## src/rtl/fetch_unit_pkg.sv

```systemverilog
// Shared definitions for the instruction-fetch stage: FSM encoding, memory
// burst-size encodings and the reset PC shared with mainMem.
package fetch_pkg;

    // PC after reset; mainMem maps its instruction region at this address.
    localparam logic [31:0] START_ADDRESS = 32'h8002_0000;

    // Fetch FSM state encoding.
    localparam logic [1:0] IDLE  = 2'd0;
    localparam logic [1:0] BURST = 2'd1;
    localparam logic [1:0] FAULT = 2'd2;

    // mem_acc_size encodings for the supported burst lengths.
    localparam logic [1:0] ACC_SIZE_1  = 2'b00;
    localparam logic [1:0] ACC_SIZE_4  = 2'b01;
    localparam logic [1:0] ACC_SIZE_8  = 2'b10;
    localparam logic [1:0] ACC_SIZE_16 = 2'b11;

    // Map a burst length in words onto the memory's access-size code.
    function automatic logic [1:0] acc_size_for(input int unsigned burst_len);
        logic [1:0] code;
        case (burst_len)
            32'd1:   code = ACC_SIZE_1;
            32'd4:   code = ACC_SIZE_4;
            32'd8:   code = ACC_SIZE_8;
            32'd16:  code = ACC_SIZE_16;
            default: code = ACC_SIZE_4;
        endcase
        return code;
    endfunction

endpackage

```

## src/rtl/fetch_unit_if.sv

```systemverilog
// Bus bundles of the fetch stage: the burst-read port towards mainMem and the
// (pc, insn) valid/ready port towards decode.
interface fetch_mem_if #(
    parameter int ADDRESS_SIZE = 32,
    parameter int DATA_SIZE    = 32
);
    logic [ADDRESS_SIZE-1:0] mem_addr;
    logic                    mem_en;
    logic                    mem_wren;
    logic [1:0]              mem_acc_size;
    logic                    mem_busy;
    logic [DATA_SIZE-1:0]    mem_d_out;

    modport master (
        output mem_addr, mem_en, mem_wren, mem_acc_size,
        input  mem_busy, mem_d_out
    );

    modport slave (
        input  mem_addr, mem_en, mem_wren, mem_acc_size,
        output mem_busy, mem_d_out
    );
endinterface

interface fetch_dec_if #(
    parameter int ADDRESS_SIZE = 32,
    parameter int DATA_SIZE    = 32
);
    logic                    dec_valid;
    logic                    dec_ready;
    logic [DATA_SIZE-1:0]    dec_insn;
    logic [ADDRESS_SIZE-1:0] dec_pc;

    modport master (
        output dec_valid, dec_insn, dec_pc,
        input  dec_ready
    );

    modport slave (
        input  dec_valid, dec_insn, dec_pc,
        output dec_ready
    );
endinterface

```

## src/rtl/fetch_unit_inst_queue.sv

```systemverilog
// Circular instruction queue: power-of-two depth, wrap-around pointers,
// occupancy count 0..DEPTH, flush dominating push/pop, head shown combinationally
// (all-zero while empty).
module inst_queue #(
    parameter int WIDTH = 64,
    parameter int DEPTH = 8
) (
    input  logic                  clk,
    input  logic                  rst_n,
    input  logic                  push,
    input  logic [WIDTH-1:0]      push_data,
    input  logic                  pop,
    input  logic                  flush,
    output logic [$clog2(DEPTH):0] count,
    output logic                  valid,
    output logic [WIDTH-1:0]      head_data
);
    localparam int AW = $clog2(DEPTH);
    localparam int CW = AW + 1;
    localparam logic [CW-1:0] FULL_COUNT = CW'(DEPTH);

    logic [WIDTH-1:0] store_r [DEPTH];
    logic [AW-1:0]    wr_ptr_r;
    logic [AW-1:0]    rd_ptr_r;
    logic [CW-1:0]    count_r;
    logic             pop_ok_s;
    logic             push_ok_s;

    // A push into a full queue is only accepted when a pop frees the slot.
    assign pop_ok_s  = pop && (count_r != {CW{1'b0}});
    assign push_ok_s = push && ((count_r != FULL_COUNT) || pop_ok_s);

    // Pointer and occupancy tracking; flush empties the queue outright.
    always_ff @(posedge clk or negedge rst_n) begin
        if (!rst_n) begin
            wr_ptr_r <= {AW{1'b0}};
            rd_ptr_r <= {AW{1'b0}};
            count_r  <= {CW{1'b0}};
        end else if (flush) begin
            wr_ptr_r <= {AW{1'b0}};
            rd_ptr_r <= {AW{1'b0}};
            count_r  <= {CW{1'b0}};
        end else begin
            if (push_ok_s) begin
                wr_ptr_r <= wr_ptr_r + AW'(1);
            end
            if (pop_ok_s) begin
                rd_ptr_r <= rd_ptr_r + AW'(1);
            end
            case ({push_ok_s, pop_ok_s})
                2'b10:   count_r <= count_r + CW'(1);
                2'b01:   count_r <= count_r - CW'(1);
                default: count_r <= count_r;
            endcase
        end
    end

    // Entry storage; contents are don't-care until written, so no reset.
    always_ff @(posedge clk) begin
        if (push_ok_s && !flush) begin
            store_r[wr_ptr_r] <= push_data;
        end
    end

    // Head entry, forced to zero while the queue is empty.
    always_comb begin
        head_data = {WIDTH{1'b0}};
        if (valid) begin
            head_data = store_r[rd_ptr_r];
        end else begin
            head_data = {WIDTH{1'b0}};
        end
    end

    assign valid = (count_r != {CW{1'b0}});
    assign count = count_r;

endmodule

```

## src/rtl/fetch_unit.sv

```systemverilog
// Instruction-fetch stage: PC generation, burst reads from mainMem, redirect
// flush/abort and fault detection. Fetched words are buffered in inst_queue
// and handed to decode as (pc, insn) pairs.
module fetch_unit
    import fetch_pkg::*;
#(
    parameter int                      ADDRESS_SIZE  = 32,
    parameter int                      DATA_SIZE     = 32,
    parameter logic [ADDRESS_SIZE-1:0] START_ADDRESS = fetch_pkg::START_ADDRESS,
    parameter int                      BURST_LEN     = 4,
    parameter int                      QDEPTH        = 8
) (
    input  logic                    clk,
    input  logic                    rst_n,
    input  logic                    fetch_en,
    input  logic                    redirect_valid,
    input  logic [ADDRESS_SIZE-1:0] redirect_pc,
    fetch_mem_if.master             mem,
    fetch_dec_if.master             dec,
    output logic                    fetch_fault
);
    localparam int CW = $clog2(QDEPTH) + 1;
    localparam int EW = ADDRESS_SIZE + DATA_SIZE;
    localparam logic [4:0]              LAST_BEAT = 5'(BURST_LEN - 1);
    localparam logic [CW-1:0]           MAX_START_COUNT = CW'(QDEPTH - BURST_LEN);
    localparam logic [ADDRESS_SIZE-1:0] WORD_STEP = ADDRESS_SIZE'(4);
    localparam logic [1:0]              ACC_SIZE = acc_size_for(BURST_LEN);

    logic [1:0]              state_r;
    logic [ADDRESS_SIZE-1:0] fetch_pc_r;
    logic [ADDRESS_SIZE-1:0] mem_addr_r;
    logic                    mem_en_r;
    logic [4:0]              beat_cnt_r;
    logic                    fault_r;

    logic                    start_s;
    logic                    beat_s;
    logic                    q_push_s;
    logic                    q_pop_s;
    logic                    q_valid_s;
    logic [CW-1:0]           q_count_s;
    logic [EW-1:0]           q_head_s;

    // A burst only starts when the whole burst is guaranteed to fit.
    assign start_s  = (state_r == IDLE) && fetch_en && !fault_r && !redirect_valid &&
                      (q_count_s <= MAX_START_COUNT);
    assign beat_s   = (state_r == BURST) && mem_en_r && mem.mem_busy;
    // A redirect in the same cycle discards the returning beat and the pop.
    assign q_push_s = beat_s && !redirect_valid;
    assign q_pop_s  = q_valid_s && dec.dec_ready && !redirect_valid;

    // Fetch FSM and address generation; redirect overrides every state.
    always_ff @(posedge clk or negedge rst_n) begin
        if (!rst_n) begin
            state_r    <= IDLE;
            fetch_pc_r <= START_ADDRESS;
            mem_addr_r <= START_ADDRESS;
            mem_en_r   <= 1'b0;
            beat_cnt_r <= 5'd0;
            fault_r    <= 1'b0;
        end else if (redirect_valid) begin
            state_r    <= IDLE;
            fetch_pc_r <= {redirect_pc[ADDRESS_SIZE-1:2], 2'b00};
            mem_en_r   <= 1'b0;
            beat_cnt_r <= 5'd0;
            fault_r    <= 1'b0;
        end else begin
            case (state_r)
                IDLE: begin
                    if (start_s) begin
                        state_r    <= BURST;
                        mem_en_r   <= 1'b1;
                        mem_addr_r <= fetch_pc_r;
                        beat_cnt_r <= 5'd0;
                    end
                end
                BURST: begin
                    if (mem.mem_busy) begin
                        mem_addr_r <= mem_addr_r + WORD_STEP;
                        if (beat_cnt_r == LAST_BEAT) begin
                            state_r    <= IDLE;
                            mem_en_r   <= 1'b0;
                            fetch_pc_r <= mem_addr_r + WORD_STEP;
                            beat_cnt_r <= 5'd0;
                        end else begin
                            beat_cnt_r <= beat_cnt_r + 5'd1;
                        end
                    end else begin
                        // Memory refused the address: park until redirected.
                        state_r    <= FAULT;
                        mem_en_r   <= 1'b0;
                        beat_cnt_r <= 5'd0;
                        fault_r    <= 1'b1;
                    end
                end
                FAULT: begin
                    state_r  <= FAULT;
                    mem_en_r <= 1'b0;
                end
                default: begin
                    state_r    <= IDLE;
                    mem_en_r   <= 1'b0;
                    beat_cnt_r <= 5'd0;
                end
            endcase
        end
    end

    inst_queue #(
        .WIDTH (EW),
        .DEPTH (QDEPTH)
    ) u_queue (
        .clk       (clk),
        .rst_n     (rst_n),
        .push      (q_push_s),
        .push_data ({mem_addr_r, mem.mem_d_out}),
        .pop       (q_pop_s),
        .flush     (redirect_valid),
        .count     (q_count_s),
        .valid     (q_valid_s),
        .head_data (q_head_s)
    );

    assign mem.mem_addr     = mem_addr_r;
    assign mem.mem_en       = mem_en_r;
    assign mem.mem_wren     = 1'b0;
    assign mem.mem_acc_size = ACC_SIZE;

    assign dec.dec_valid = q_valid_s;
    assign dec.dec_pc    = q_head_s[EW-1:DATA_SIZE];
    assign dec.dec_insn  = q_head_s[DATA_SIZE-1:0];

    assign fetch_fault = fault_r;

endmodule

```

## src/flat_wrapper.sv

```systemverilog
// flat-port wrapper written by rule: the top's interface ports become plain ports
module fetch_unit_flat import fetch_pkg::*;
#(
    parameter int                      ADDRESS_SIZE  = 32,
    parameter int                      DATA_SIZE     = 32,
    parameter logic [ADDRESS_SIZE-1:0] START_ADDRESS = fetch_pkg::START_ADDRESS,
    parameter int                      BURST_LEN     = 4,
    parameter int                      QDEPTH        = 8
)
  (clk, rst_n, fetch_en, redirect_valid, redirect_pc, fetch_fault, mem_mem_addr, mem_mem_en, mem_mem_wren, mem_mem_acc_size, mem_mem_busy, mem_mem_d_out, dec_dec_valid, dec_dec_insn, dec_dec_pc, dec_dec_ready);
  fetch_mem_if #(.ADDRESS_SIZE(ADDRESS_SIZE), .DATA_SIZE(DATA_SIZE)) mem_i ();
  fetch_dec_if #(.ADDRESS_SIZE(ADDRESS_SIZE), .DATA_SIZE(DATA_SIZE)) dec_i ();
  input  logic clk;
  input  logic rst_n;
  input  logic fetch_en;
  input  logic redirect_valid;
  input  logic [ADDRESS_SIZE-1:0] redirect_pc;
  output logic fetch_fault;
  output wire logic [$bits(mem_i.mem_addr)-1:0] mem_mem_addr;
  output wire logic [$bits(mem_i.mem_en)-1:0] mem_mem_en;
  output wire logic [$bits(mem_i.mem_wren)-1:0] mem_mem_wren;
  output wire logic [$bits(mem_i.mem_acc_size)-1:0] mem_mem_acc_size;
  input wire logic [$bits(mem_i.mem_busy)-1:0] mem_mem_busy;
  input wire logic [$bits(mem_i.mem_d_out)-1:0] mem_mem_d_out;
  output wire logic [$bits(dec_i.dec_valid)-1:0] dec_dec_valid;
  output wire logic [$bits(dec_i.dec_insn)-1:0] dec_dec_insn;
  output wire logic [$bits(dec_i.dec_pc)-1:0] dec_dec_pc;
  input wire logic [$bits(dec_i.dec_ready)-1:0] dec_dec_ready;
  assign mem_mem_addr = mem_i.mem_addr;
  assign mem_mem_en = mem_i.mem_en;
  assign mem_mem_wren = mem_i.mem_wren;
  assign mem_mem_acc_size = mem_i.mem_acc_size;
  assign mem_i.mem_busy = mem_mem_busy;
  assign mem_i.mem_d_out = mem_mem_d_out;
  assign dec_dec_valid = dec_i.dec_valid;
  assign dec_dec_insn = dec_i.dec_insn;
  assign dec_dec_pc = dec_i.dec_pc;
  assign dec_i.dec_ready = dec_dec_ready;
  fetch_unit #(.ADDRESS_SIZE(ADDRESS_SIZE), .DATA_SIZE(DATA_SIZE), .START_ADDRESS(START_ADDRESS), .BURST_LEN(BURST_LEN), .QDEPTH(QDEPTH)) u_core (.clk(clk), .rst_n(rst_n), .fetch_en(fetch_en), .redirect_valid(redirect_valid), .redirect_pc(redirect_pc), .mem(mem_i), .dec(dec_i), .fetch_fault(fetch_fault));
endmodule
```

## config.mk

```make
export PLATFORM = sky130hd
export DESIGN_NAME = fetch_unit_flat
export DESIGN_NICKNAME = d
export VERILOG_FILES = /design/src/rtl/fetch_unit_pkg.sv /design/src/rtl/fetch_unit_if.sv /design/src/rtl/fetch_unit_inst_queue.sv /design/src/rtl/fetch_unit.sv /design/src/flat_wrapper.sv
export SDC_FILE = /design/constraint.sdc
export NUM_CORES = 1
export LEC_CHECK = 0
export CAP_MARGIN = 10
export CORE_MARGIN = 8
export CORE_UTILIZATION = 55
export CTS_BUF_LIST = sky130_fd_sc_hd__clkbuf_8
export CTS_CLUSTER_DIAMETER = 60
export DETAILED_ROUTE_END_ITERATION = 8
export PLACE_DENSITY = 0.78
export SLEW_MARGIN = 20
export SYNTH_ARGS = -nofsm -noshare
export SYNTH_HDL_FRONTEND = slang
export SYNTH_SLANG_ARGS = --single-unit
```

## constraint.sdc

```tcl
create_clock -name clk -period 6.5 [get_ports clk]
set_input_delay 1.3 -clock clk [delete_from_list [all_inputs] [get_ports clk]]
set_output_delay 1.3 -clock clk [all_outputs]
set_load 0.05 [all_outputs]
```

# After elaboration in Yosys (flattened, before gate mapping)
# Memory sizes are Yosys's and may differ from the RTL's.
# Cells that the tools add are included.
[totals] register_bits=83 ram_bits=512 out_inout_bits=102 word_cells=93 mem_count=1
[classes] addsub=6 order_cmp=1 eq_ne=12 muxes=34 bitwise=1 reduce_logical=29
[memory_table] name="u_core.u_queue.store_r" words=8 width=64 read_ports=1 rd_ports_with_merged_regs=0 wr=1 line="fetch_unit_inst_queue.sv:22" source="logic [WIDTH-1:0] store_r [DEPTH];"
[ops] operator="32-bit 2-to-1 mux" n=6
[ops] operator="64-bit 2-to-1 mux" n=1
[ops] operator="32-bit case mux with 2 select lines" n=1
[ops] operator="32-bit by 3-bit adder with 32-bit output, second input constant" n=1
[ops] operator="5-bit 2-to-1 mux" n=4
[ops] operator="5-bit case mux with 3 select lines" n=1
[ops] operator="1-bit logical AND" n=12
[ops] operator="3-bit 2-to-1 mux" n=4
[ops] operator="2-bit nonzero test" n=6
[ops] operator="1-bit 2-to-1 mux" n=9
[ops] operator="2-bit 2-to-1 mux" n=4
[ops] operator="4-bit != test, second input constant" n=2
[ops] operator="4-bit case mux with 2 select lines" n=1
[ops] operator="3-bit by 1-bit adder with 3-bit output, second input constant" n=2
[ops] operator="2-bit != test, second input constant" n=3
[ops] operator="2-bit case mux with 3 select lines" n=1
[ops] operator="2-bit AND reduction" n=3
[ops] operator="5-bit by 1-bit adder with 5-bit output, second input constant" n=1
[ops] operator="5-bit by 2-bit equality test with 1-bit output, second input constant" n=1
[ops] operator="4-bit by 1-bit adder with 4-bit output, second input constant" n=1
[ops] operator="2-bit by 1-bit equality test with 1-bit output, second input constant" n=2
[ops] operator="2-bit equality test, second input constant" n=2
[ops] operator="4-bit by 3-bit less-or-equal comparator with 1-bit output, second input constant" n=1
[ops] operator="4-bit 2-to-1 mux" n=1
[ops] operator="other kinds (12)" n=13

# Logic depth before layout (Yosys ltp)
# Gate-level depths: netlist of the first run.
[depth] ltp_word=9 mapped_depth=11 depth_no_buf=11

# By module
# From an unflattened synthesis of the first run, not the netlist that was laid out.
[unflattened] hier_cells=1318 hier_area_um2=24033.0
[modules_own_cells] module="inst_queue" n_inst=1 cells_per_inst=885 area_each_um2=20074.3 seq_area_each_um2=15625.0
[modules_own_cells] module="fetch_unit" n_inst=1 cells_per_inst=433 area_each_um2=3958.8 seq_area_each_um2=1806.7

# Least setup slack after synthesis of the first run
# No wires, ideal clock.
[synth_timing] kind="in2reg" from="input redirect_valid" to="memory u_core.u_queue.store_r[0][0], enable pin" setup_ns=0.565 arrival_time_ns=6.773 required_time_ns=5.935 path_slack_ns=-0.838 stages=5 cell_sequence="or4bb_1 > buf_2 > a31oi_1 > nand2b_1 > nor3_1"
[synth_via] elab_chain_cells=8 elab_cells_between_ends=9 classes_between="2 x mux; 7 x reduce/logical"
[synth_lines] element="start: declaration" line="flat_wrapper.sv:16" source="input logic redirect_valid;"
[synth_lines] element="1-bit logical NOT *" line="fetch_unit_inst_queue.sv:60, fetch_unit.sv:49, fetch_unit.sv:50"
[synth_lines] element="1-bit logical AND" line="fetch_unit.sv:50" source="assign q_pop_s = q_valid_s && dec.dec_ready && !redirect_valid;"
[synth_lines] element="1-bit logical AND" line="fetch_unit_inst_queue.sv:30" source="assign pop_ok_s = pop && (count_r != {CW{1'b0}});"
[synth_lines] element="1-bit logical OR" line="fetch_unit_inst_queue.sv:31" source="assign push_ok_s = push && ((count_r != FULL_COUNT) || pop_ok_s);"
[synth_lines] element="1-bit logical AND" line="fetch_unit_inst_queue.sv:31"
[synth_lines] element="1-bit logical AND *" line="fetch_unit_inst_queue.sv:60" source="if (push_ok_s && !flush) begin"
[synth_lines] element="1-bit 2-to-1 mux *" line="fetch_unit_inst_queue.sv:60"
[synth_lines] element="1-bit 2-to-1 mux (not written as such) *" line="fetch_unit_inst_queue.sv:61" source="store_r[wr_ptr_r] <= push_data;"
[synth_lines] element="end: declaration" line="fetch_unit_inst_queue.sv:22"
# Mark *: on every way between the ends. The rest lies on a longest branch, timed or not.

# Final worst setup path of the first run
[layout_timing] from="register u_core.u_queue.rd_ptr_r[0]" to="output dec_dec_insn[15]"
[layout_via] elab_chain_cells=2
[layout_lines] element="start: declaration" line="fetch_unit_inst_queue.sv:24" source="logic [AW-1:0] rd_ptr_r;"
[layout_lines] element="start signal: assignment" line="fetch_unit_inst_queue.sv:37" source="rd_ptr_r <= {AW{1'b0}};"
[layout_lines] element="start signal: assignment" line="fetch_unit_inst_queue.sv:41" source="rd_ptr_r <= {AW{1'b0}};"
[layout_lines] element="start signal: assignment" line="fetch_unit_inst_queue.sv:48" source="rd_ptr_r <= rd_ptr_r + AW'(1);"
[layout_lines] element="memory read 8 x 64 bit"
[layout_lines] element="64-bit 2-to-1 mux" line="fetch_unit_inst_queue.sv:68" source="if (valid) begin"
[layout_lines] element="end: declaration" line="flat_wrapper.sv:26" source="output wire logic [$bits(dec_i.dec_insn)-1:0] dec_dec_insn;"
# No other way between the ends.

==> out/metrics.csv, run 1 <==
stage,metric,value,unit
sta,Slew headroom,25.6,%
clock_tree,CTS Buffer Depth,3,
finish,layout cells sized above 1,18.8,%
route,mean routed wirelength per cell,23.9,um
route,drt total wl,52500,um
sta,final worst path period need,5.07,ns
clock_tree,"Hold-fix buffers, CTS",0,
sta,Max Fclk,197,MHz
finish,Final Non-Filler Cells,2194,
floorplan,row count,76,
critical_path,crit path DAT,3.77,ns
route,vias,13300,
global_routing,initial antenna violation count,1,
route,drt first pass iters,5,
finish,Layout Nets,1609,
global_routing,vias in the first global route,13600,
critical_path,Worst path slowest cell,dfrtp_4,
global_routing,pin count of the biggest net entering global routing,95,
placed_design,routability cong.,0.844,
synth,Mean Syn Cell Area,18.1,um2
sta,Final Hold Vio Count,0,
clock_tree,clock sink count,594,
floorplan,DIE HEIGHT,225,um
synth,"EDFF count, synth",512,
sta,setup violators final,0,
finish,Layout fillers,2823,
placed_design,IO Port Bufs,166,
route,Antenna Nets Post-Route,0,
critical_path,worst path cell trace,buf_4 -> mux4_2 -> mux2i_1 -> nor2_1 -> clkdlybuf4s50_1,
clock_tree,H-Tree Depth,3,
finish,Syn-to-layout area delta,18.2,%
clock_tree,CTS Root Cell,clkbuf_8,
floorplan,I/O pins,172,
power,Pwr Density,354,mW/mm2
sta,Setup TNS,0,ns
synth,register area share after synthesis,72.8,%
clock_tree,clk slew on worst S/H paths,0.06,ns
critical_path,critical path type,flip-flop to output port,
sta,clk_skew,0.0440,ns
critical_path,Critical Path Source Type,flip-flop,
finish,"most common cell after layout, fill and taps aside",edfxtp_1,
clock_tree,# resized after CTS,0,
sta,max-slew violation count,0,
finish,most frequent cells in the layout,"edfxtp_1 (512), clkdlybuf4s50_1 (165), mux4_2 (128)",
critical_path,crit end category,output port,
synth,post-synth cell types,63,
power,Worst IR Drop VDD,0.342,mV
global_routing,first-pass GRT wire length,80300,um
global_routing,gr ovfl total,0,
placed_design,DP Cell Count,2021,
floorplan,Die W,225,um
clock_tree,worst skew pair latency,0.67,ns
finish,finished layout cell area,0.0283,mm2
critical_path,cell family with most CP delay,buffers and inverters,
floorplan,core footprint,0.0431,mm2
synth,async set-reset flop share out of synthesis,13.8,%
sta,Tightest Pin Transition,1.12,ns
clock_tree,TritonCTS clock tree,yes,
route,drt first-iter violations,1263,
route,drc violations,0,
synth,YS warnings,0,
run_status,status,"finished, final reports clean",
synth,Mapped Area,0.0239,mm2
floorplan,Initial Utilization,55.6,%
critical_path,Crit path buffers/inverters,2,
critical_path,CP Max Fanout,40,
clock_tree,Post-CTS Setup Inserts,0,
finish,antenna fix cells,0,
global_routing,Tot GR Track Use,20.8,%
route,vias per cell,6.05,
power,leakage,0.00915,uW
floorplan,die area,0.0505,mm2
synth,dominant synthesized flop cell,edfxtp_1,
job,Max Cap Viol,0,
placed_design,DP Area,0.0264,mm2
clock_tree,CTS Buf Count,94,
placed_design,HPWL Detailed,29200,um
critical_path,CP required,5.20,ns
hold_path,Hold Crit Class,input port to asynchronous set/reset pin,
sta,fin crit share,78.0,%
synth,Synth Instances,1323,
synth,Yosys reg bits,594,
critical_path,CP peak stage delay,0.97,ns
sta,unrepaired setup endpoints after global routing,false,
## metrics by stage
stage	utilization, %	setup slack (ns)	total power [uW]	hold WS, ns
6_report	65.7	1.43	10000	0.467
5_1_grt	65.7	1.18	10400	0.437
4_1_cts	65.7	1.30	10100	0.417
3_5_place_dp	61.4	1.62	7010	0.488
3_3_place_gp	61.4	1.67	6950	0.484
2_1_floorplan	-	0.878	6190	0.468
## cells by family (layout without fill, tap and decap cells)
| group | count (synthesis) | in the layout | synth area share, % |
|---|---|---|---|
| flip-flops | 594 | 594 | 72.8 |
| AND/OR/NAND/NOR | 242 | 242 | 4.70 |
| multiplexers | 199 | 199 | 15.0 |
| AO/OA/AOI/OAI | 160 | 160 | 4.32 |
| buffers and inverters | 87 | 372 | 1.58 |
| XOR/XNOR | 32 | 32 | 1.17 |
| adder cells (fa/ha/maj) | 7 | 7 | 0.397 |
| other | 2 | 3 | 0.0314 |
## path summary, 6_finish.rpt
| path | from | endpoint | slack [ns] | depth (start not counted) |
|---|---|---|---|---|
| setup / recovery | u_core.u_queue.rd_ptr_r[0] | dec_dec_insn[15] | 1.43 | 5 |
| hold / removal | rst_n | u_core.fetch_pc_r[10] | 0.47 | 1 |
| setup reg to reg | u_core.mem.mem_en | u_core.u_queue.store_r[0][57] | 2.93 | 5 |
| hold reg to reg | u_core.fetch_pc_r[0] | u_core.mem.mem_addr[0] | 0.49 | 1 |
| max in group asynchronous | rst_n | u_core.u_queue.rd_ptr_r[1] | 4.79 | 2 |
| min in group clk | u_core.fetch_pc_r[0] | u_core.mem.mem_addr[0] | 0.49 | 1 |
## cell type report
class / count / area [um2] / area share, %
Sequential cell: 594 / 17400 / 61.6
Clock inverter: 76 / 527 / 1.86
Inverter: 8 / 30.0 / 0.106
Timing Repair Buffer: 191 / 2010 / 7.10
Tap cell: 585 / 732 / 2.59
Clock buffer: 97 / 1340 / 4.72
Multi-Input combinational cell: 643 / 6230 / 22.0
## sequential cells by signal, summed over array words and instances, names as in the netlist
| signal | cells |
|---|---|
| u_core.u_queue.count | 4 |
| u_core.mem.mem_en | 1 |
| u_core.mem.mem_addr | 32 |
| u_core.fetch_fault | 1 |
| u_core.u_queue.wr_ptr_r | 3 |
| u_core.u_queue.rd_ptr_r | 3 |
| u_core.state_r | 1 |
| u_core.beat_cnt_r | 5 |
| u_core.fetch_pc_r | 32 |
| u_core.u_queue.store_r | 512 |
## cells in the mapped netlist, drive strengths merged, types with 4 or more instances
cell / count / area, um2
edfxtp: 512 / 15400
mux4: 128 / 2880
nor2: 110 / 413
dfrtp: 78 / 1950
mux2i: 69 / 691
nand2: 48 / 180
clkbuf: 45 / 171
o21ai: 42 / 210
buf: 34 / 176
a22oi: 31 / 233
a21oi: 26 / 130
nand3: 24 / 125
xor2: 18 / 158
xnor2: 14 / 123
nand4: 13 / 81.3
o22ai: 12 / 75.1
a31oi: 11 / 68.8
nor3: 9 / 45.0
nor4: 9 / 71.3
inv: 8 / 30.0
nand2b: 7 / 43.8
ha: 6 / 75.1
o22a: 6 / 52.6
a2bb2oi: 5 / 43.8
and3: 5 / 31.3
dfstp: 4 / 105
o21a: 4 / 30.0
## power breakdown
part	switching [uW]	leakage [uW]	total, uW	internal [uW]
combinational	1270	0.00249	2030	769
sequential	428	0.00560	4890	4460
clock	1430	0.00105	3110	1680
## metal layers
metal | wire, um | vias to the layer above | track usage [%]
met1 | 21800 | 6858 | 28.4
met2 | 25600 | 608 | 33.4
li1 | - | 5734 | -
met3 | 4010 | 79 | 4.35
met4 | 1000 | 2 | 6.73
met5 | 13 | - | 0
Power figures use the tool's default switching activity.
==> inputs of run 2 (changes only) <==
==> constraint.sdc (replaced) <==
create_clock -name clk -period 4.6 [get_ports clk]
set_input_delay 0.92 -clock clk [delete_from_list [all_inputs] [get_ports clk]]
set_output_delay 0.92 -clock clk [all_outputs]
set_load 0.05 [all_outputs]
==> run 2 against run 1 <==
Against the previous run:
- clock power is 41% higher
- utilization is 0.27 points higher
- global-route usage is 0.086 points higher
- flip-flop and latch count stayed put
- final cell count is 0.23% higher
- register-to-register slack worse by 1.6 ns
- wire length is 0.78% lower
- critical path depth stayed put
- sequential share of layout area is 0.25 points lower
- worst setup slack worse by 1.0 ns
- sequential power is 41% higher
- combinational power is 43% higher
==> out/metrics.csv, run 2 (synthesis results as in run 1) <==
stage,metric,value,unit
run_status,status,"finished, final reports clean",
sta,final worst path period need,4.22,ns
power,Psw,4370,uW
route,Antenna Nets Post-Route,0,
clock_tree,CTS Root Cell,clkbuf_8,
finish,most frequent cells in the layout,"edfxtp_1 (512), clkdlybuf4s50_1 (165), mux4_2 (128)",
clock_tree,H-Tree Depth,3,
clock_tree,CTS Buffer Depth,3,
clock_tree,CTS Buf Count,91,
global_routing,Tot GR Track Use,20.8,%
route,vias,13200,
finish,layout cells sized above 1,19.8,%
critical_path,CP Max Fanout,54,
critical_path,cell family with most CP delay,buffers and inverters,
global_routing,pin count of the biggest net entering global routing,65,
sta,Tightest Pin Transition,1.08,ns
floorplan,core footprint,0.0431,mm2
sta,setup violators final,0,
floorplan,die area,0.0505,mm2
critical_path,CP required,3.68,ns
global_routing,initial antenna violation count,0,
power,Flop pwr share,48.6,%
power,Clk pwr share,30.9,%
route,drt first-iter violations,1174,
finish,sequential cell area,0.0174,mm2
clock_tree,worst skew pair latency,0.65,ns
critical_path,Critical Path Source Type,flip-flop,
route,drc violations,0,
sta,max-slew violation count,0,
global_routing,first-pass GRT wire length,80800,um
finish,Layout Nets,1618,
finish,final core utilization,66.0,%
critical_path,Worst path slowest cell,dfrtp_4,
placed_design,HPWL Detailed,30600,um
placed_design,DP Area,0.0266,mm2
clock_tree,"Hold-fix buffers, CTS",0,
floorplan,I/O pins,172,
sta,fin crit share,91.7,%
floorplan,DIE HEIGHT,225,um
power,total power,14200,uW
finish,antenna fix cells,0,
sta,Final Hold Vio Count,0,
clock_tree,clk slew on worst S/H paths,0.07,ns
finish,Multi-input gate area,0.00624,mm2
power,combinational share of power,20.5,%
critical_path,CP peak stage delay,0.84,ns
sta,clk_skew,0.0398,ns
floorplan,row count,76,
sta,Slew headroom,28.0,%
hold_path,Hold Crit Class,input port to asynchronous set/reset pin,
global_routing,gr ovfl total,0,
finish,Syn-to-layout area delta,18.7,%
job,Max Cap Viol,0,
global_routing,vias in the first global route,13700,
placed_design,routability cong.,0.840,
power,Internal,9780,uW
route,drt first pass iters,5,
critical_path,critical path type,flip-flop to output port,
critical_path,crit end category,output port,
clock_tree,# resized after CTS,0,
finish,max reg flops,512,
placed_design,IO Port Bufs,166,
power,Worst IR Drop VDD,0.372,mV
power,Pwr Density,498,mW/mm2
finish,Layout fillers,2818,
sta,Setup TNS,0,ns
finish,largest register by flop count,u_core.u_queue.store_r,
route,mean routed wirelength per cell,23.7,um
route,vias per cell,6.00,
finish,finished layout cell area,0.0284,mm2
sta,unrepaired setup endpoints after global routing,false,
critical_path,worst path cell trace,buf_12 -> mux4_2 -> mux2i_1 -> nor2_1 -> clkdlybuf4s50_1,
floorplan,Die W,225,um
clock_tree,Post-CTS Setup Inserts,0,
critical_path,crit path DAT,3.30,ns
clock_tree,TritonCTS clock tree,yes,
floorplan,Initial Utilization,55.6,%
route,drt total wl,52100,um
sta,Max Fclk,237,MHz
clock_tree,clock sink count,594,
finish,"most common cell after layout, fill and taps aside",edfxtp_1,
power,Switching Share,30.9,%
critical_path,Crit path buffers/inverters,2,
power,leakage,0.00915,uW
-- run 2: changes by cell type in the layout (fill, tap and decap cells not counted), sizes merged --
cell / change
buf: +12
clkbuf: -2
bufinv: +1
inv: -17
clkinv: +7
clkinvlp: +4
-- run 2: final timing paths --
check                                      startpoint                       endpoint  slack, ns  cells past startpoint
max                        u_core.u_queue.rd_ptr_r[1]                dec_dec_insn[8]       0.38                      5
min                                             rst_n           u_core.fetch_pc_r[7]       0.36                      1
max reg2reg                         u_core.mem.mem_en  u_core.u_queue.store_r[1][15]       1.31                      5
min reg2reg                      u_core.fetch_pc_r[1]           u_core.fetch_pc_r[1]       0.51                      1
max in group asynchronous                       rst_n        u_core.mem.mem_addr[31]       3.33                      2
min in group clk                 u_core.fetch_pc_r[1]           u_core.fetch_pc_r[1]       0.51                      1
-- run 2: per-layer routing --
metal  global-route usage, %  part of all wire [%]  wire (um)  vias to the layer above
li1                        -                     -          -                     5742
met1                    28.3                    41      21100                     6826
met2                    34.0                    50      26000                      551
met3                    4.65                   7.9       4110                       75
met4                    5.80                   1.7        903                        0
met5                       0                     0          0                        -
-- run 2: cell type report --
| type | count | area share (%) |
|---|---|---|
| Clock buffer | 95 | 4.60 |
| Clock inverter | 71 | 1.86 |
| Inverter | 8 | 0.106 |
| Multi-Input combinational cell | 643 | 21.9 |
| Sequential cell | 594 | 61.4 |
| Tap cell | 585 | 2.57 |
| Timing Repair Buffer | 203 | 7.56 |
-- run 2: per-stage QoR --
stage                     hold slack (ns)  instances  setup WS (ns)
after floorplan                     0.468       1324         -0.642
after global placement              0.484       2032          0.539
after detailed placement            0.491       2033          0.462
after CTS                           0.347       2199          0.279
after global routing                0.387       2199          0.221
final                               0.359       2199          0.382
-- run 2: worst register-to-register path, stage by stage, from the launching register on --
cell and delay, ns:
dfrtp_1 0.47, or4bb_1 0.56, a31oi_1 0.59, nand2_1 0.42
nor3_4 0.24, buf_4 0.58
-- run 2: power by group through the flow --
stage	registers [uW]	clock network, uW	logic, uW
CTS	6870	4450	2940
detailed placement	6980	0	2930
floorplan	7140	0	1610
global placement	6940	0	2890
global route	6930	4690	3080
finish	6880	4370	2900
==> patch 1: new RTL, flow settings as in run 2 <==
`ADDRESS_SIZE` is set to 32 in 4 places; all go to 64.
--- a/src/rtl/fetch_unit_if.sv
+++ b/src/rtl/fetch_unit_if.sv
@@ -3,3 +3,3 @@
 interface fetch_mem_if #(
-    parameter int ADDRESS_SIZE = 32,
+    parameter int ADDRESS_SIZE = 64,
     parameter int DATA_SIZE    = 32
@@ -25,3 +25,3 @@
 interface fetch_dec_if #(
-    parameter int ADDRESS_SIZE = 32,
+    parameter int ADDRESS_SIZE = 64,
     parameter int DATA_SIZE    = 32
--- a/src/rtl/fetch_unit.sv
+++ b/src/rtl/fetch_unit.sv
@@ -6,3 +6,3 @@
 #(
-    parameter int                      ADDRESS_SIZE  = 32,
+    parameter int                      ADDRESS_SIZE  = 64,
     parameter int                      DATA_SIZE     = 32,
--- a/src/flat_wrapper.sv
+++ b/src/flat_wrapper.sv
@@ -3,3 +3,3 @@
 #(
-    parameter int                      ADDRESS_SIZE  = 32,
+    parameter int                      ADDRESS_SIZE  = 64,
     parameter int                      DATA_SIZE     = 32,
Interface: changed (resized dec_dec_pc, mem_mem_addr and redirect_pc); port bits go from 172 to 268. No check against the original RTL was run, so the function may have changed too.
==> patch 1 against run 2 <==
Sequential cell count increased by 320; wire length increased by 75%; die area increased by 51%; synthesized area increased by 55%; cell area increased by 55%; power increased by 87%; combinational power increased to 3.0 times the old value; setup slack got worse by 0.16 ns; count of clock-buffer cells in the layout increased by 68.
==> patch 1: results (changes against run 2) <==
[placed_design]
place_inst=3193  ; was 2,033
gp_congestion=0.8533  ; was 0.8395
dp_slack_ns=0.7415  ; was 0.4617 ns
dp_hpwl_mm=54.09  ; was 30.61 mm
port_buffers=262  ; was 166

[setup_path]
timing.rr.end=u_core.mem.mem_addr[58]  ; was u_core.u_queue.store_r[1][15]
critPathMaxStageDelay_ns=0.72  ; was 0.84 ns
cp_top_family=buffers and inverters  ; unchanged
reg2reg_slack_ns=0.83  ; was 1.31 ns
crit_slowest_cell=clkdlybuf4s50_1  ; was dfrtp_4
crit_fanout=72  ; was 54
r2r-start=u_core.mem.mem_addr[2]  ; was u_core.mem.mem_en
reg2reg_depth=7  ; was 5
arrival_ns=3.46  ; was 3.30 ns

[synthesis]
yosysSeqAreaShare_pct=71.81  ; was 72.79%
postSynth.asyncResetShare_pct=15.97  ; was 13.80%
netlist-cell-type-count=67  ; was 63
syn_inst=2136  ; was 1,323
synth-seq-cells=914  ; was 594
synth_edf_count=768  ; was 512
synth_area_leaders=edfxtp_1, mux4_2, dfrtp_1  ; unchanged
yosys-top-cells-count=edfxtp_1, mux4_2, nor2_1, dfrtp_1, mux2i_1  ; unchanged

[grt]
grt_pass1_wl_mm=138.0  ; was 80.83 mm
grt_start_max_net_pins=101  ; was 65
grt_pass1_vias=22316  ; was 13,710

[drt]
finalWirelength_mm=91.35  ; was 52.10 mm
vias=21562  ; was 13,194
drt-initial-drc-count=2306  ; was 1,174

[outcome]
status=complete, no violations  ; unchanged

[clocking]
h-tree-depth=4  ; was 3
insertion_delay_ns=0.79  ; was 0.65 ns
cts_made_buffers=147  ; was 91
clockBufferDepth=3  ; unchanged
cts_resized=0  ; unchanged

[timing]
timing.hold.ws_ns=0.2391  ; was 0.3591 ns
finalClockSkew_ns=0.03448  ; was 0.03983 ns
tightestPinTransition_ns=1.062  ; was 1.080 ns

[finish]
drive_gt1_share_pct=18.56  ; was 19.76%
register_area_um2=26730  ; was 17,440 um^2
diodes=4  ; was 0
final-clk-cell-share_pct=6.206  ; was 6.457%
multiInputGateArea_um2=10030  ; was 6236 um^2
nets=2579  ; was 1,618
clkbuf_count=163  ; was 95
buffers_excl_clock=323  ; was 203
stdcell_count=3453  ; was 2,199
top_register=u_core.u_queue.store_r  ; unchanged

[power]
vdd_drop_max_mv=0.6903  ; was 0.3719 mV
leakage_nw=14.33  ; was 9.153 nW
internal_power_mw=16.52  ; was 9.784 mW

[floorplan]
die_w_um=276.1  ; was 224.7 um

## patch 1: changes by cell type in the layout (fill, tap and decap cells not counted), sizes merged, moves of 30 or more
cell                  run 2  this run
clkdlybuf4s50           165       260
a21oi                    26        68
edfxtp                  512       768
nor2                    110       155
o21ai                    42        91
a22oi                    31        61
clkbuf                   95       163
mux4                    128       192
nand2                    48        92
dfrtp                    78       142
inv                      22        62
## patch 1: kinds of logic (layout without fill, tap and decap cells)
| logic type | count (synthesis) | in the layout | share of synthesized area, % |
|---|---|---|---|
| AO/OA/AOI/OAI | 309 | 309 | 5.189 |
| XOR/XNOR | 67 | 67 | 1.577 |
| adder cells (fa/ha/maj) | 7 | 7 | 0.2556 |
| buffers and inverters | 147 | 586 | 1.641 |
| flip-flops | 914 | 914 | 71.81 |
| multiplexers | 291 | 291 | 14.29 |
| other | 2 | 7 | 0.02018 |
| AND/OR/NAND/NOR | 399 | 399 | 5.216 |
## patch 1: power by group through the flow
| stage | registers (mW) | logic (mW) | clock network [mW] |
|---|---|---|---|
| floorplan | 11.9 | 4.94 | 0 |
| global placement | 11.3 | 8.67 | 0 |
| detailed placement | 11.4 | 8.80 | 0 |
| CTS | 11.3 | 8.82 | 6.61 |
| global route | 11.4 | 9.17 | 6.98 |
| finish | 11.3 | 8.75 | 6.47 |
## patch 1: worst reg2reg max path, stage by stage, from the launching register on
cell,delay [ns]
dfrtp_1,0.70
ha_1,0.34
nand4_1,0.32
nor4_1,0.77
nand4_1,0.67
or3_1,0.61
nand3_1,0.10
o211ai_1,0.10
## patch 1: worst max path at each step
stage                          startpoint                             to  slack [ns]  cells after the start
6_report       u_core.u_queue.rd_ptr_r[0]                 dec_dec_pc[48]        0.22                      5
5_1_grt        u_core.u_queue.rd_ptr_r[0]                 dec_dec_pc[48]        0.07                      5
4_1_cts        u_core.u_queue.rd_ptr_r[1]                 dec_dec_pc[27]        0.07                      5
3_5_place_dp                 mem_mem_busy  u_core.u_queue.store_r[2][69]        0.74                      6
3_3_place_gp                 mem_mem_busy  u_core.u_queue.store_r[2][52]        0.80                      6
2_1_floorplan              redirect_valid   u_core.u_queue.store_r[4][0]       -0.58                      4
## patch 1: layer usage
layer	global-route usage, %	wire length, um
met5	0	32
met2	38.53	45050
met4	7.525	2207
met1	31.06	36000
met3	6.705	8061
## patch 1: metrics by stage
| step | TNS [ns] | power, mW |
|---|---|---|
| after floorplan | -141.80 | 16.84 |
| after global placement | 0 | 19.98 |
| after detailed placement | 0 | 20.22 |
| after CTS | 0 | 26.69 |
| after global routing | 0 | 27.54 |
| final | 0 | 26.48 |
==> patch 2: new RTL, settings of run 2 <==
Without the edit above. Reset style: synchronous (`rst_n`), changed in 2 clocked blocks.
--- a/src/rtl/fetch_unit_inst_queue.sv
+++ b/src/rtl/fetch_unit_inst_queue.sv
@@ -33,3 +33,3 @@
     // Pointer and occupancy tracking; flush empties the queue outright.
-    always_ff @(posedge clk or negedge rst_n) begin
+    always_ff @(posedge clk) begin
         if (!rst_n) begin
--- a/src/rtl/fetch_unit.sv
+++ b/src/rtl/fetch_unit.sv
@@ -52,3 +52,3 @@
     // Fetch FSM and address generation; redirect overrides every state.
-    always_ff @(posedge clk or negedge rst_n) begin
+    always_ff @(posedge clk) begin
         if (!rst_n) begin
Check against the original RTL: differs if rst_n is asserted again (counterexample within 4 cycles, from zero or initial values and one cycle with rst_n low); with rst_n held inactive, the same outputs for 4 cycles.
==> patch 2 against run 2 <==
First-iteration DRC count increased by 34%; clock skew decreased by 0.0058 ns; maximum frequency increased by 2.1%; sequential share of layout area decreased by 1.9 points; wire length increased by 3.5%; sequential cell count increased by 4; cell area increased by 1.2%; setup slack improved by 0.088 ns; synthesized area increased by 0.89%; final cell count increased by 5.3%.
Power is not compared: it rests on default switching activity, and its combinational part moved more than twofold at a synthesized area within 25%.
==> patch 2: results (changes against run 2) <==
[outcome]
status=complete, no violations  ; unchanged

[timing]
slew_headroom_pct=27.32  ; was 28.02%
finalClockSkew_ns=0.03406  ; was 0.03983 ns
timing.hold.ws_ns=0.4616  ; was 0.3591 ns

[synthesis]
synthXorXnorAreaFrac_pct=1.051  ; was 1.170%
yosys-top-cells-count=edfxtp_1, mux4_2, nor2_1, dfxtp_1  ; was edfxtp_1, mux4_2, nor2_1, dfrtp_1, mux2i_1
syn_avg_cell_area_um2=16.88  ; was 18.10 um^2
postSynth.asyncResetShare_pct=0  ; was 13.80%
synth-compound-area-share_pct=4.656  ; was 4.321%
muxShareOfSynthArea_pct=15.13  ; was 15.02%
yosysSeqAreaShare_pct=70.76  ; was 72.79%
netlist-cell-type-count=66  ; was 63
synthAdderAreaFrac_pct=0.3936  ; was 0.3971%
synth_area_leaders=edfxtp_1, mux4_2, dfxtp_1  ; was edfxtp_1, mux4_2, dfrtp_1

[setup_path]
crit_slowest_cell=clkdlybuf4s50_1  ; was dfrtp_4
timing.rr.end=u_core.mem.mem_addr[31]  ; was u_core.u_queue.store_r[1][15]
reg2reg_slack_ns=1.65  ; was 1.31 ns
crit_fanout=43  ; was 54
r2r-start=u_core.mem.mem_addr[17]  ; was u_core.mem.mem_en

[power]
power.share.sequential_pct=57.5

[finish]
nFillCells=2855  ; was 2,818
synthToLayoutAreaGrowth_pct=19.03  ; was 18.70%
seq-cell-share_pct=59.49  ; was 61.36%
n_all_inverters=13  ; was 8
seq_cell_count=598  ; was 594
multi_input_cells=730  ; was 643
multi_input_area_share_pct=23.53  ; was 21.94%
nets=1733  ; was 1,618
clkbuf_count=97  ; was 95
drive_gt1_share_pct=18.72  ; was 19.76%
buffers_excl_clock=221  ; was 203
signal_buffer_area_fraction_pct=8.284  ; was 7.562%
top_register=u_core.u_queue.store_r  ; unchanged
final-clk-cell-share_pct=5.987  ; was 6.457%

[placed_design]
place_inst=2147  ; was 2,033
dp_hpwl_mm=32.42  ; was 30.61 mm
place_area_um2=27030  ; was 26,590 um^2
dp_slack_ns=0.6485  ; was 0.4617 ns
gp_congestion=0.8302  ; was 0.8395

[grt]
grt_pass1_vias=14150  ; was 13,710
grt_usage_pct=21.36  ; was 20.85%
grtUsageMet1_pct=30.03  ; was 28.35%
grt_use_met3_pct=3.918  ; was 4.650%
grt_start_max_net_pins=66  ; was 65
grtUsageMet2_pct=34.33  ; was 33.95%
grt_pass1_wl_mm=83.76  ; was 80.83 mm

[clocking]
h-tree-depth=3  ; unchanged
insertion_delay_ns=0.65  ; about the same
cts_made_buffers=92  ; was 91

[drt]
wl_met3_mm=3.864  ; was 4.111 mm
vias_per_cell=5.939  ; was 6.000
route.detailed.wl_per_inst_um=23.27  ; was 23.69 um
met1_length_mm=23.00  ; was 21.10 mm
finalWirelength_mm=53.90  ; was 52.10 mm
drt-initial-drc-count=1574  ; was 1,174
met2_length_mm=26.28  ; was 25.98 mm

[worst_hold_path]
hp-class=reg -> reg  ; was in -> async
worstHoldStart=u_core.fetch_pc_r[1]

[patch 2: changes by cell type in the layout (fill, tap and decap cells not counted), moves of 8 or more]
cell,change
buf_4,+9
buf_12,+8
nor2_1,+15
inv_1,+26
dfrtp_1,-75
a31oi_1,-8
dfxtp_1,+83
nand2_1,+28
and2_1,+8
a32oi_1,+9
a22oi_1,-29
[patch 2: worst max path at each step]
stage / cells past startpoint / to / slack [ns] / start
6_report: 5 / dec_dec_insn[14] / 0.47 / register
5_1_grt: 5 / dec_dec_pc[19] / 0.29 / register
4_1_cts: 5 / dec_dec_pc[19] / 0.35 / register
3_5_place_dp: 6 / u_core.u_queue.store_r[4][23] / 0.65 / mem_mem_busy
3_3_place_gp: 6 / u_core.u_queue.store_r[4][23] / 0.76 / mem_mem_busy
2_1_floorplan: 3 / u_core.u_queue.store_r[2][0] / -1.18 / mem_mem_busy
